**src/rtl/imem_loader_if.sv**
```systemverilog
// imem_loader_if: host byte stream, start/count control and imem write bus for the boot loader
interface imem_loader_if #(parameter int ADDR_WIDTH = 6) ();
  logic                  start;
  logic [ADDR_WIDTH:0]   word_count;
  logic [7:0]            in_data;
  logic                  in_valid;
  logic                  in_ready;
  logic                  imem_we;
  logic [ADDR_WIDTH-1:0] imem_addr;
  logic [31:0]           imem_wd;
  logic                  cpu_reset;
  logic                  busy;
  logic                  done;
  logic [31:0]           checksum;
  modport master (
    output start, word_count, in_data, in_valid,
    input  in_ready, imem_we, imem_addr, imem_wd, cpu_reset, busy, done, checksum
  );
  modport slave (
    input  start, word_count, in_data, in_valid,
    output in_ready, imem_we, imem_addr, imem_wd, cpu_reset, busy, done, checksum
  );
endinterface

```
**src/rtl/imem_loader.sv**
```systemverilog
// imem_loader: assembles little-endian host bytes into 32-bit words and writes them to imem from address 0
module imem_loader #(parameter int ADDR_WIDTH = 6) (
  input logic          clk,
  input logic          reset,
  imem_loader_if.slave bus
);
  typedef enum logic [1:0] {IDLE, RECV, WRITE, RUN} state_t;
  localparam logic [ADDR_WIDTH:0] cap = {1'b1, {ADDR_WIDTH{1'b0}}};
  state_t                state, state_n;
  logic [ADDR_WIDTH:0]   count, clamp;
  logic [ADDR_WIDTH-1:0] word_idx;
  logic [1:0]            byte_idx;
  logic [31:0]           asm_word, sum;
  logic                  last, take;
  assign clamp = bus.word_count > cap ? cap : bus.word_count;
  assign last  = {1'b0, word_idx} == count - (ADDR_WIDTH+1)'(1);
  assign take  = state == RECV && bus.in_valid;
  always_comb begin
    state_n = state;
    case (state)
      IDLE:    state_n = bus.start ? (clamp == '0 ? RUN : RECV) : IDLE;
      RECV:    state_n = take && byte_idx == 2'd3 ? WRITE : RECV;
      WRITE:   state_n = last ? RUN : RECV;
      default: state_n = RUN;
    endcase
  end
  always_ff @(posedge clk or posedge reset)
    if (reset) begin
      state    <= IDLE;
      count    <= '0;
      word_idx <= '0;
      byte_idx <= '0;
      asm_word <= '0;
      sum      <= '0;
    end else begin
      state <= state_n;
      if (state == IDLE && bus.start) begin
        count    <= clamp;
        word_idx <= '0;
        byte_idx <= '0;
        sum      <= '0;
      end
      if (take) begin
        asm_word[{byte_idx, 3'b000} +: 8] <= bus.in_data;
        byte_idx <= byte_idx + 2'd1;
      end
      // the last word leaves word_idx at the top address instead of wrapping
      if (state == WRITE) begin
        sum <= sum + asm_word;
        if (!last) word_idx <= word_idx + ADDR_WIDTH'(1);
      end
    end
  assign bus.in_ready  = state == RECV;
  assign bus.imem_we   = state == WRITE;
  assign bus.imem_addr = state == WRITE ? word_idx : '0;
  assign bus.imem_wd   = state == WRITE ? asm_word : '0;
  assign bus.cpu_reset = state != RUN;
  assign bus.busy      = state == RECV || state == WRITE;
  assign bus.done      = state == RUN;
  assign bus.checksum  = sum;
endmodule

```
**src/flat_wrapper.sv**
```systemverilog
// flat-port wrapper written by rule: the top's interface ports become plain ports
module imem_loader_flat 
#(parameter int ADDR_WIDTH = 6)
  (clk, reset, bus_start, bus_word_count, bus_in_data, bus_in_valid, bus_in_ready, bus_imem_we, bus_imem_addr, bus_imem_wd, bus_cpu_reset, bus_busy, bus_done, bus_checksum);
  imem_loader_if #(.ADDR_WIDTH(ADDR_WIDTH)) bus_i ();
  input logic clk;
  input logic reset;
  input wire logic [$bits(bus_i.start)-1:0] bus_start;
  input wire logic [$bits(bus_i.word_count)-1:0] bus_word_count;
  input wire logic [$bits(bus_i.in_data)-1:0] bus_in_data;
  input wire logic [$bits(bus_i.in_valid)-1:0] bus_in_valid;
  output wire logic [$bits(bus_i.in_ready)-1:0] bus_in_ready;
  output wire logic [$bits(bus_i.imem_we)-1:0] bus_imem_we;
  output wire logic [$bits(bus_i.imem_addr)-1:0] bus_imem_addr;
  output wire logic [$bits(bus_i.imem_wd)-1:0] bus_imem_wd;
  output wire logic [$bits(bus_i.cpu_reset)-1:0] bus_cpu_reset;
  output wire logic [$bits(bus_i.busy)-1:0] bus_busy;
  output wire logic [$bits(bus_i.done)-1:0] bus_done;
  output wire logic [$bits(bus_i.checksum)-1:0] bus_checksum;
  assign bus_i.start = bus_start;
  assign bus_i.word_count = bus_word_count;
  assign bus_i.in_data = bus_in_data;
  assign bus_i.in_valid = bus_in_valid;
  assign bus_in_ready = bus_i.in_ready;
  assign bus_imem_we = bus_i.imem_we;
  assign bus_imem_addr = bus_i.imem_addr;
  assign bus_imem_wd = bus_i.imem_wd;
  assign bus_cpu_reset = bus_i.cpu_reset;
  assign bus_busy = bus_i.busy;
  assign bus_done = bus_i.done;
  assign bus_checksum = bus_i.checksum;
  imem_loader #(.ADDR_WIDTH(ADDR_WIDTH)) u_core (.clk(clk), .reset(reset), .bus(bus_i));
endmodule
```
**config.mk**
```make
export PLATFORM = sky130hd
export DESIGN_NAME = imem_loader_flat
export DESIGN_NICKNAME = d
export VERILOG_FILES = /design/src/rtl/imem_loader_if.sv /design/src/rtl/imem_loader.sv /design/src/flat_wrapper.sv
export SDC_FILE = /design/constraint.sdc
export NUM_CORES = 1
export LEC_CHECK = 0
export BUFFER_PORTS_ARGS = -buffer_cell sky130_fd_sc_hd__buf_2
export CAP_MARGIN = 20
export CORE_ASPECT_RATIO = 0.6
export CORE_UTILIZATION = 25
export DETAILED_ROUTE_END_ITERATION = 7
export GPL_TIMING_DRIVEN = 0
export HOLD_SLACK_MARGIN = 0.08
export MAX_ROUTING_LAYER = met4
export SLEW_MARGIN = 20
export SYNTH_ARGS = -nofsm -noshare
export SYNTH_HDL_FRONTEND = slang
export SYNTH_SLANG_ARGS = --single-unit
```
**constraint.sdc**
```tcl
create_clock -name clk -period 6.1 [get_ports clk]
set_clock_uncertainty 0.15 [all_clocks]
set_input_delay 1.83 -clock clk [delete_from_list [all_inputs] [get_ports clk]]
set_output_delay 1.83 -clock clk [all_outputs]
set_load 0.02 [all_outputs]
```
=== Word-level counts from Yosys, hierarchy flattened ===
Cells that the tools add are included.

* Register bits after elaboration: 81
* Input port bits: 19
* Output and inout bits: 75
* Word-level logic and storage cells: 44

* Add/subtract/negate cells: 5
* Magnitude comparators: 1
* Equal/unequal tests: 6
* Shift operators: 2
* Muxes and demuxes: 16
* Reductions and logical operators: 8

{| class="wikitable"
|+ Operator list
! cell !! count
|-
| $mux 32 || 3
|-
| $add 32x32->32 || 1
|-
| $bwmux 32 || 1
|-
| $shift 8x7->32 const A || 1
|-
| $shiftx 8x7->32 || 1
|-
| $mux 6 || 4
|-
| $mux 2 || 6
|-
| $eq 6x7->1 || 1
|-
| $gt 7x7->1 const B || 1
|-
| $logic_not 7->1 || 1
|-
| $mux 7 || 1
|-
| $neg 5->7 || 1
|-
| $sub 7x1->7 const B || 1
|-
| $add 6x1->6 const B || 1
|-
| $eq 2x2->1 const B || 3
|-
| $pmux 2 s3 || 1
|-
| $reduce_bool 2->1 || 2
|-
| $logic_and 1x1->1 || 3
|-
| $add 2x1->2 const B || 1
|-
| $eq 2x1->1 const B || 1
|-
| $logic_not 2->1 || 1
|-
| $ne 2x2->1 const B || 1
|-
| $logic_or 1x1->1 || 1
|}

=== Logic depth before layout (Yosys ltp) ===
Gate-level depths: netlist of run 1.

* Depth in word-level cells: 6
* Mapped depth: 10
* Gate-level depth less buffers: 10

=== Least setup slack after synthesis of run 1 ===
OpenSTA, ideal clock, no wires.

* Path type: reg2out
* Start point: register u_core.state[0]
* End point: output port bus_imem_wd[10]
* Arrival: 1,723 ps
* Data required time: 4,120 ps
* Slack: 2,397 ps
* Cell stages (with the launch flop): 7
* Path through: dfrtp_1 inv_1 ha_1 clkbuf_1 clkbuf_8 clkbuf_1 and2_1

* Word-level cells in the longest chain between the ends: 2

{| class="wikitable"
|+ RTL lines
! what !! RTL line !! source
|-
| from (decl) || imem_loader.sv:9 || <nowiki>state_t state, state_n;</nowiki>
|-
| from (signal assigned) || imem_loader.sv:36 || <nowiki>state <= state_n;</nowiki>
|-
| $eq 2x2->1 || - ||
|-
| via bus_imem_we || flat_wrapper.sv:13 || <nowiki>output wire logic [$bits(bus_i.imem_we)-1:0] bus_imem_we;</nowiki>
|-
| $mux 32 || imem_loader.sv:56 || <nowiki>assign bus.imem_wd = state == WRITE ? asm_word : '0;</nowiki>
|-
| to (decl) || flat_wrapper.sv:15 || <nowiki>output wire logic [$bits(bus_i.imem_wd)-1:0] bus_imem_wd;</nowiki>
|}

The timed path passes the listed nets, and every way through them passes these cells.

=== Worst setup path after layout of run 1 ===
* Start point: register u_core.state[0]
* End point: output port bus_imem_wd[11]

* Word-level cells in the longest chain between the ends: 2

{| class="wikitable"
|+ RTL lines
! what !! RTL line
|-
| $eq 2x2->1 || imem_loader.sv:56
|-
| $mux 32 || imem_loader.sv:56
|}

Every way passes these cells.

==> results.md, run 1 <==
* Post-DRT Antenna Nets at 0
* Initial antenna violation count at 0
* Critical Path Sink Type: output pin
* Final hold violations at 0
* Max Cap Viol at 0
* Peak supply drop at 0.124 mV
* Total grt overflow at 0
* Maximum buffer depth of the clock tree at 2
* Number of global-route vias before repair at between 4000 and 5000
* Total negative slack at 0 ns
* Met2 WL at approximately 6900 um
* Row count at 42
* Synthesis-to-finish area growth at 20.8%
* DR vias/cell at between 5 and 6
* Count of cell types in the netlist at 70
* CP Cell Sequence: inv_1 > ha_1 > clkbuf_1 > clkbuf_8 > clkbuf_1 > and2_1 > buf_2
* # H-tree levels at 3
* Die width at roughly 200 um
* Vias at a little over 5000
* Number of synthesized flops with an enable pin at 0
* Yosys reg bits at slightly above 80
* Asr flop ratio synth at 1.00
* Reg clk slew, reported paths at about 0.060 ns
* Max stage delay on crit path at 0.48 ns
* PwrDens at around 170 nW/um^2
* Net switching power at ~240 uW
* CP delay by family, top: buffers and inverters
* Most frequent CP cell: clkbuf_1
* Die height at ~120 um
* CP max FO at 10
* Post-CTS Setup Bufs at 0
* Commonest non-fill, non-tap cell in the layout: buf_2
* DRC viols at 0
* Clk network pwr share at 0.505
* Wire length on met1 at about 9500 um
* Final WL at 18400 um
* Final setup fails at 0
* Worst slew pin tran at ~0.80 ns
* Skew-Pair Late Insertion Delay at 0.34 ns
* Share of layout cells above drive strength 1 at 0.203
* Worst slew margin at 0.465
* DPL Wire Length at ~15000 um
* Syn Nets at between 600 and 700
* CORE AREA at 22100 um^2
* Reg power frac at 0.471
* Cell Area, Synth at ~5600 um^2
* Commonest non-fill, non-tap cells in the layout: 94 x buf_2, 81 x dfrtp_1, 77 x nand2_1
* Logic pwr share at 0.024
* Design area at 6790 um^2
* Yosys warns at 0
* Met3 wire length at between 1500 and 2000 um
* Syn Area/Cell at between 9 and 10 um^2
* Pre-antenna DRT Iters at 5
* Post-CTS Hold Fix Bufs at 0
* Net Sw Frac at 0.208
* CP Data Required Time at 4.12 ns
* Wire length per cell at ~18 um
* Post-synth top flop: dfrtp_1
* Class of the worst hold path: reg2reg
* Fin crit period at around 4.6 ns
* RSZ-0062 raised after global routing: no
* Die area at about 23000 um^2
* Syn Inst Count at around 600
* Cell internal pwr at about 900 uW
* Worst path slowest cell: clkbuf_1
* First-pass GRT wire length at 28600 um
* Buf/Inv on CP at 5
* Initial Util at 0.255
* PortBufs at 93
* CTS tree: yes
* Critical path class: reg2out
* Leakage power at roughly 3.3 nW
* Fmax at 216 MHz
* Slew Limit Fails at 0
* Post-DP Area at between 6000 and 7000 um^2
* Number of CTS-inserted buffers at 9
* Final GP Congestion at approximately 0.91
* Sink Count at 81
* Sequential share of the synthesized area at 0.361
* DRT iter0 DRCs at around 460
* GRT Overall Usage at 0.167
* I/O pin total at between 90 and 100
* Root Buffer: clkbuf_16
* Worst setup SP type: register
* Critical Path AT at about 2.7 ns
* Fin nets at 776
* Top Layer Used: met4
* Antenna cells at 0
* Final period utilization at 0.759
* Status: complete, no violations
* Largest net degree at the start of global routing at 53
* Post-CTS sizing at 0
area by class of cell:
class,instances,area (um^2)
timing repair buffer,94,493
inverter,26,100
multi-input combinational,476,3310
sequential,81,2030
buffer,26,184
fill,2338,15300
clock inverter,2,35.0
clock buffer,13,280
tap,286,358
flip-flops by register name, indices dropped and copies added (netlist names):
register	count
u_core.state	2
u_core.asm_word	32
u_core.word_idx	6
u_core.count	7
u_core.byte_idx	2
u_core.bus.checksum	32
cell usage after synthesis (all sizes together) (11+ instances only):
master,count,share of area
and2,39,0.044
o21ai,48,0.043
a21o,11,0.015
ha,42,0.093
xor2,16,0.025
dfrtp,81,0.36
clkbuf,20,0.024
nor2,21,0.014
nand2,77,0.051
nand3,19,0.017
xnor2,16,0.025
and3,11,0.013
a22o,33,0.051
inv,26,0.017
a21oi,42,0.039
layer usage:
layer | track usage | vias up
met4 | 0.0212 | 0
met3 | 0.0488 | 7
met5 | - | -
met2 | 0.208 | 208
li1 | - | 2422
met1 | 0.262 | 2463
power by group through the flow:
stage | Clock [mW] | Sequential, mW | Combinational (mW)
after floorplan | 0 | 0.547 | 0.00942
after global placement | 0 | 0.547 | 0.0264
after detailed placement | 0 | 0.547 | 0.0290
after CTS | 0.591 | 0.537 | 0.0290
after global routing | 0.607 | 0.537 | 0.0314
final | 0.576 | 0.537 | 0.0274
worst reg2reg max path: cells and delay by family, from the launching register on:
family / cells / cell delay [ns]
AO/OA/AOI/OAI: 5 / 1.40
adder cells (fa/ha/maj): 2 / 0.68
buffers and inverters: 1 / 0.09
flip-flops: 1 / 0.37
multiplexers: 1 / 0.22
AND/OR/NAND/NOR: 1 / 0.29
kinds of logic after synthesis:
group,synth area share
and+or+nand+nor,0.186
AOI/OAI and AO/OA,0.240
DFF,0.361
buffers and inverters,0.0501
adders and majority gates,0.0970
xor gates and xnor gates,0.0499
muxes,0.0165
path summary, 6_finish.rpt:
path	start	end	slack, ns	cells after the start
worst max-delay path	u_core.state[0]$_DFF_PP0_	bus_imem_wd[11]	1.47	7
worst min-delay path	u_core.bus.checksum[19]$_DFFE_PP0P_	u_core.bus.checksum[19]$_DFFE_PP0P_	0.37	2
worst max register to register	u_core.asm_word[0]$_DFFE_PP0P_	u_core.bus.checksum[30]$_DFFE_PP0P_	2.77	10
worst min register to register	u_core.bus.checksum[19]$_DFFE_PP0P_	u_core.bus.checksum[19]$_DFFE_PP0P_	0.37	2
max in group asynchronous	reset	u_core.bus.checksum[1]$_DFFE_PP0P_	3.85	3
min in group asynchronous	reset	u_core.asm_word[0]$_DFFE_PP0P_	1.35	2
metrics by stage:
step | util | std cells | setup slack (ns) | hold WS [ns] | power, mW
after floorplan | - | 609 | 2.04 | 0.316 | 0.557
after global placement | 0.292 | 988 | 0.821 | 0.348 | 0.574
after detailed placement | 0.293 | 989 | 1.86 | 0.357 | 0.576
after CTS | 0.308 | 1004 | 1.47 | 0.371 | 1.16
after global routing | 0.308 | 1004 | 1.31 | 0.403 | 1.18
final | 0.308 | 1004 | 1.47 | 0.367 | 1.14
Power figures use the tool's default switching activity.
==> run 2: changes to the inputs <==
- clock period: 6.1 -> 3.83 ns (I/O delays scaled with it)
==> run 2 against run 1 <==
Effect of this change:
- critical path depth unchanged
- first-iteration DRC count decreased by 11%
- sequential power up 59%
- design area hardly changed
- flip-flop and latch count stayed put
- global-route usage barely moved
- cell count is the same
- worst setup slack got worse by 1.3 ns
- hold slack improved by 0.0021 ns
- clock power rose by 61%
- via count is 0.29% higher
- largest cell class unchanged
==> results.md, run 2 (synthesis results as in run 1) <==
* Final setup fails at 0 (unchanged)
* Design area at 6800 um^2 (about the same)
* Final GP Congestion at 0.914 (unchanged)
* Critical Path Sink Type: output pin
* Number of global-route vias before repair at 4729 (-0.063%)
* Skew-Pair Late Insertion Delay at 0.34 ns (about the same)
* Final hold violations at 0 (unchanged)
* Placed Cells incl. Taps at 989 (unchanged)
* Final Power at 1.82 mW (+60%)
* Clk network pwr share at 0.507 (+0.002)
* CP Data Required Time at 2.53 ns (-1.59 ns)
* Fmax at about 280 MHz
* Post-DP Area at 6470 um^2 (unchanged)
* CP max FO at 10 (unchanged)
* RSZ-0062 raised after global routing: no
* Slew Limit Fails at 0 (unchanged)
* Reg clk slew, reported paths at 0.07 ns (about the same)
* Vias at 5115 (+0.29%)
* Worst slew margin at 0.435 (-0.0296)
* Share of layout cells above drive strength 1 at 0.209 (+0.00557)
* Fin crit period at ~3.6 ns
* # fillers at 2336 (-0.086%)
* Wire length per cell at 18.3 um (about the same)
* Total negative slack at 0 ns (unchanged)
* CTS tree: yes
* Worst slew pin tran at 0.841 ns (+0.0440 ns)
* Non-Filler Instances at 1004 (unchanged)
* Antenna cells at 0 (unchanged)
* Util after Layout at 0.308 (about the same)
* Synthesis-to-finish area growth at 20.9% (about the same)
* # H-tree levels at 3 (unchanged)
* Leakage power at 3.36 nW (+0.44%)
* Reg power frac at 0.469 (-0.002)
* Largest net degree at the start of global routing at 53 (unchanged)
* Worst-case reg-to-reg path depth at 10 (unchanged)
* Logic pwr share at 0.024 (about the same)
* Sink Count at 81 (unchanged)
* Post-CTS Setup Bufs at 0 (unchanged)
* Commonest non-fill, non-tap cells in the layout: 95 x buf_2, 81 x dfrtp_1, 77 x nand2_1
* Row count at 42 (unchanged)
* Pre-CTS setup slack at 0.272 ns (-1.59 ns)
* Worst r2r src: u_core.bus.checksum[0]$_DFFE_PP0P_
* Fin nets at 776 (unchanged)
* Net switching power at 385 uW (+62%)
* DRC viols at 0 (unchanged)
* Crit path to: bus_imem_wd[17]
* Pre-antenna DRT Iters at 5 (unchanged)
* Critical Path AT at 2.32 ns (-0.33 ns)
* I/O pin total at 94 (unchanged)
* Register-to-Register Setup Slack at 0.47 ns (-2.30 ns)
* DPL Wire Length at 14600 um (unchanged)
* Max Cap Viol at 0 (unchanged)
* Net Sw Frac at 0.211 (+0.00295)
* DRT iter0 DRCs at 408 (-11%)
* WHS at 0.369 ns (+0.00211 ns)
* Final WL at 18400 um (about the same)
* Reg2reg end: u_core.bus.checksum[30]$_DFFE_PP0P_
* Total grt overflow at 0 (unchanged)
* Worst setup SP type: register
* Status: complete, no violations
* DR vias/cell at 5.09 (+0.29%)
* PortBufs at 93 (unchanged)
* Initial Util at 0.255 (unchanged)
* Post-DRT Antenna Nets at 0 (unchanged)
* Setup crit start: u_core.state[0]$_DFF_PP0_
* Die height at 118 um (unchanged)
* Peak supply drop at 0.201 mV (+62%)
* Critical path class: reg2out
* Final period utilization at 0.945
* Class of the worst hold path: reg2reg
* Die width at 196 um (unchanged)
* PwrDens at 268 nW/um^2 (+60%)
* Number of CTS-inserted buffers at 9 (unchanged)
* Root Buffer: clkbuf_16
* GRT Overall Usage at 0.167 (about the same)
* CORE AREA at 22100 um^2 (unchanged)
* First-pass GRT wire length at 28600 um (about the same)
* Commonest non-fill, non-tap cell in the layout: buf_2
* Initial antenna violation count at 0 (unchanged)
* Worst setup margin at 0.210 ns (-1.26 ns)
* Die area at 23100 um^2 (unchanged)
* Maximum buffer depth of the clock tree at 2 (unchanged)
* Cell internal pwr at 1.44 mW (+59%)
[run 2: cell types whose count changed in the layout (fill, tap and decap cells not counted), sizes merged]
cell / previous run / this run
buf: 99 / 100
clkbuf: 33 / 32
[run 2: critical path, stage by stage (launching register included)]
cell,delay [ns]
dfrtp_1,0.41
inv_1,0.09
ha_1,0.30
buf_2,0.31
clkbuf_8,0.26
clkbuf_1,0.27
and2_1,0.18
buf_2,0.16
[run 2: cell type report]
class	count	area [um^2]	area share
clock inverter	2	35.0	0.00516
inverter	26	100	0.0147
clock buffer	13	280	0.0412
buffer	26	189	0.0278
multi-input combinational	476	3310	0.488
tap	286	358	0.0527
sequential	81	2030	0.298
timing repair buffer	94	493	0.0725
[run 2: how the worst min path moves through the flow]
| stage | from | end | slack (ns) | cells after the start |
|---|---|---|---|---|
| floorplan | u_core.count[5]$_DFFE_PP0P_ | u_core.count[5]$_DFFE_PP0P_ | 0.32 | 2 |
| global placement | u_core.bus.checksum[19]$_DFFE_PP0P_ | u_core.bus.checksum[19]$_DFFE_PP0P_ | 0.35 | 2 |
| detailed placement | u_core.count[5]$_DFFE_PP0P_ | u_core.count[5]$_DFFE_PP0P_ | 0.36 | 2 |
| CTS | u_core.count[5]$_DFFE_PP0P_ | u_core.count[5]$_DFFE_PP0P_ | 0.37 | 2 |
| global route | u_core.asm_word[0]$_DFFE_PP0P_ | u_core.asm_word[0]$_DFFE_PP0P_ | 0.40 | 1 |
| finish | u_core.bus.checksum[19]$_DFFE_PP0P_ | u_core.bus.checksum[19]$_DFFE_PP0P_ | 0.37 | 2 |
[run 2: metal layers]
| layer | wire length [um] | global-route usage |
|---|---|---|
| met2 | 6880 | 0.208 |
| met1 | 9560 | 0.263 |
| met3 | 1830 | 0.0488 |
| met4 | 89 | 0.0212 |
| met5 | 0 | - |
[run 2: power groups by stage]
stage / Sequential, mW / Clock (mW) / Combinational [mW]
after floorplan: 0.871 / 0 / 0.0150
after global routing: 0.855 / 0.968 / 0.0500
after CTS: 0.855 / 0.942 / 0.0462
after global placement: 0.872 / 0 / 0.0421
final: 0.856 / 0.925 / 0.0437
after detailed placement: 0.871 / 0 / 0.0462
[run 2: repair_timing]
| action | CTS | global route |
|---|---|---|
| setup endpoints to repair | 20 | 19 |
| hold buffers | 0 | 0 |
| pin swaps | 0 | 0 |
| resized for setup | 1 | 7 |
==> run 3: changes to the inputs <==
- clock period: 3.83 -> 3.5 ns (I/O delays scaled with it)
==> run 3 against run 2 <==
Effect of this change:
- sequential share of layout area is 0.060 points lower
- core utilization is 0.062 points higher
- worst setup slack got worse by 0.077 ns
- wire length hardly changed
- first-iteration DRC count increased by 2.5%
- hold slack worse by 0.0022 ns
- flip-flop and latch count stayed put
- largest power group unchanged
- cell count unchanged
- global-route usage about the same
- clock power is 9% higher
- count of clock-buffer cells in the layout is the same
==> results.md, run 3 (synthesis results as in run 1) <==
* Fin nets at 776 (unchanged)
* Initial Util at 0.255 (unchanged)
* Worst slew margin at 0.463 (+0.0279)
* Critical path class: reg2out
* Sink Count at 81 (unchanged)
* Synthesis-to-finish area growth at 21.1%
* Met2 WL at 6890 um (+0.20%)
* PortBufs at 93 (unchanged)
* Reg clk slew, reported paths at 0.07 ns (about the same)
* Initial antenna violation count at 0 (unchanged)
* Final GP Congestion at 0.914 (unchanged)
* # H-tree levels at 3 (unchanged)
* Root Buffer: clkbuf_16
* Final setup fails at 0 (unchanged)
* Total grt overflow at 0 (unchanged)
* Post-CTS Hold Fix Bufs at 0 (unchanged)
* Final period utilization at 0.962
* Row count at 42 (unchanged)
* Leakage power at 3.36 nW (about the same)
* Die height at 118 um (unchanged)
* Wire length on met1 at 9600 um (+0.44%)
* Multi-input logic area at 3320 um^2 (+0.30%)
* First-pass GRT wire length at 28600 um (about the same)
* Register Area at 2030 um^2 (unchanged)
* Fmax at 297 MHz
* Total negative slack at 0 ns (unchanged)
* Max Cap Viol at 0 (unchanged)
* Wire length per cell at 18.3 um (about the same)
* Antenna cells at 0 (unchanged)
* Worst setup SP type: register
* Die area at 23100 um^2 (unchanged)
* DRC viols at 0 (unchanged)
* DR vias/cell at 5.08 (-0.33%)
* CP max FO at 10 (unchanged)
* Worst slew pin tran at 0.799 ns (-0.0415 ns)
* CP delay by family, top: buffers and inverters
* Number of global-route vias before repair at 4733 (+0.085%)
* PwrDens at 293 nW/um^2 (+9.3%)
* Commonest non-fill, non-tap cells in the layout: 94 x buf_2, 81 x dfrtp_1, 77 x nand2_1
* Commonest non-fill, non-tap cell in the layout: buf_2
* Vias at 5098 (-0.33%)
* Final WL at 18400 um (about the same)
* Final hold violations at 0 (unchanged)
* Design area at 6810 um^2 (+0.20%)
* Slew Limit Fails at 0 (unchanged)
* Top Layer Used: met4
* Worst path slowest cell: dfrtp_1
* Maximum buffer depth of the clock tree at 2 (unchanged)
* Number of CTS-inserted buffers at 9 (unchanged)
* Die width at 196 um (unchanged)
* Critical Path AT at 2.17 ns (-0.15 ns)
* Fin crit period at between 3 and 4 ns
* CP Data Required Time at 2.30 ns (-0.23 ns)
* CORE AREA at 22100 um^2 (unchanged)
* RSZ-0062 raised after global routing: no
* Pre-antenna DRT Iters at 5 (unchanged)
* Critical Path Sink Type: output pin
* CTS tree: yes
* Max stage delay on crit path at 0.41 ns (about the same)
* Post-DRT Antenna Nets at 0 (unchanged)
* Largest net degree at the start of global routing at 53 (unchanged)
* I/O pin total at 94 (unchanged)
* Share of layout cells above drive strength 1 at 0.212 (+0.00279)
* # fillers at 2337 (+0.043%)
* Post-DP Area at 6470 um^2 (unchanged)
* GRT Overall Usage at 0.167 (about the same)
* Buf/Inv on CP at 5 (unchanged)
* Peak supply drop at 0.220 mV (+9.1%)
* Status: complete, no violations
* Skew-Pair Late Insertion Delay at 0.34 ns (about the same)
* DPL Wire Length at 14600 um (unchanged)
* DRT iter0 DRCs at 418 (+2.5%)
* Class of the worst hold path: reg2reg
* CP Cell Sequence: inv_1 > ha_2 > clkbuf_4 > clkbuf_8 > clkbuf_2 > and2_1 > buf_2
* Met3 wire length at 1770 um (-3.2%)
[run 3: cell types whose count changed in the layout (fill, tap and decap cells not counted), sizes merged]
cell	before	now
buf	100	99
clkbuf	32	33
[run 3: timing repair]
action	CTS	global route
endpoints found under the setup margin	36	26
setup buffers	0	0
pin swaps	0	1
cloned	0	0
gates resized for setup	5	4
[run 3: path summary, 6_finish.rpt]
| check | startpoint | endpoint | slack, ns | depth (start not counted) |
|---|---|---|---|---|
| max in group asynchronous | reset | u_core.bus.checksum[8]$_DFFE_PP0P_ | 2.03 | 3 |
| setup / recovery | u_core.state[0]$_DFF_PP0_ | bus_imem_wd[11] | 0.13 | 7 |
| min in group asynchronous | reset | u_core.asm_word[0]$_DFFE_PP0P_ | 0.57 | 2 |
| hold reg to reg | u_core.bus.checksum[19]$_DFFE_PP0P_ | u_core.bus.checksum[19]$_DFFE_PP0P_ | 0.37 | 2 |
| hold / removal | u_core.bus.checksum[19]$_DFFE_PP0P_ | u_core.bus.checksum[19]$_DFFE_PP0P_ | 0.37 | 2 |
| setup reg to reg | u_core.asm_word[0]$_DFFE_PP0P_ | u_core.bus.checksum[30]$_DFFE_PP0P_ | 0.20 | 10 |
[run 3: layout make-up]
cell class,count,share of cell area
plain buffers,26,0.0283
clock buffers,13,0.0412
clock inverters,2,0.00515
inverters,26,0.0147
multi-input cells,476,0.488
flip-flops and latches,81,0.298
well taps,286,0.0526
repair buffers,94,0.0724
[run 3: worst reg2reg max path: cells and delay by family, from the launching register on]
family	cells	cell delay (ns)
and+or+nand+nor	1	0.29
adders and majority gates	2	0.68
AOI/OAI and AO/OA	5	1.36
muxes	1	0.22
DFF	1	0.37
buffers and inverters	1	0.09
[run 3: metal layers]
metal | vias to the layer above | track usage
met4 | 0 | 0.0212
met2 | 198 | 0.208
met5 | - | -
met1 | 2465 | 0.262
li1 | 2423 | -
met3 | 12 | 0.0488
[run 3: report_power, final]
group	switching (mW)	internal, mW	leakage, nW	total, mW
Clock	0.387	0.626	0.158	1.01
Combinational	0.0351	0.0128	2.26	0.0479
Sequential	0	0.936	0.944	0.936
Total	0.422	1.58	3.36	2.00
[run 3: stage by stage]
stage          setup slack (ns)   util  power (mW)  std cells  hold WS, ns
2_1_floorplan             0.220      -       0.970        609        0.316
3_3_place_gp             -0.999  0.292        1.00        988        0.348
3_5_place_dp             0.0413  0.293        1.00        989        0.357
4_1_cts                 0.00671  0.308        2.02       1004        0.371
5_1_grt                 0.00581  0.309        2.05       1004        0.403
6_report                  0.132  0.309        2.00       1004        0.367
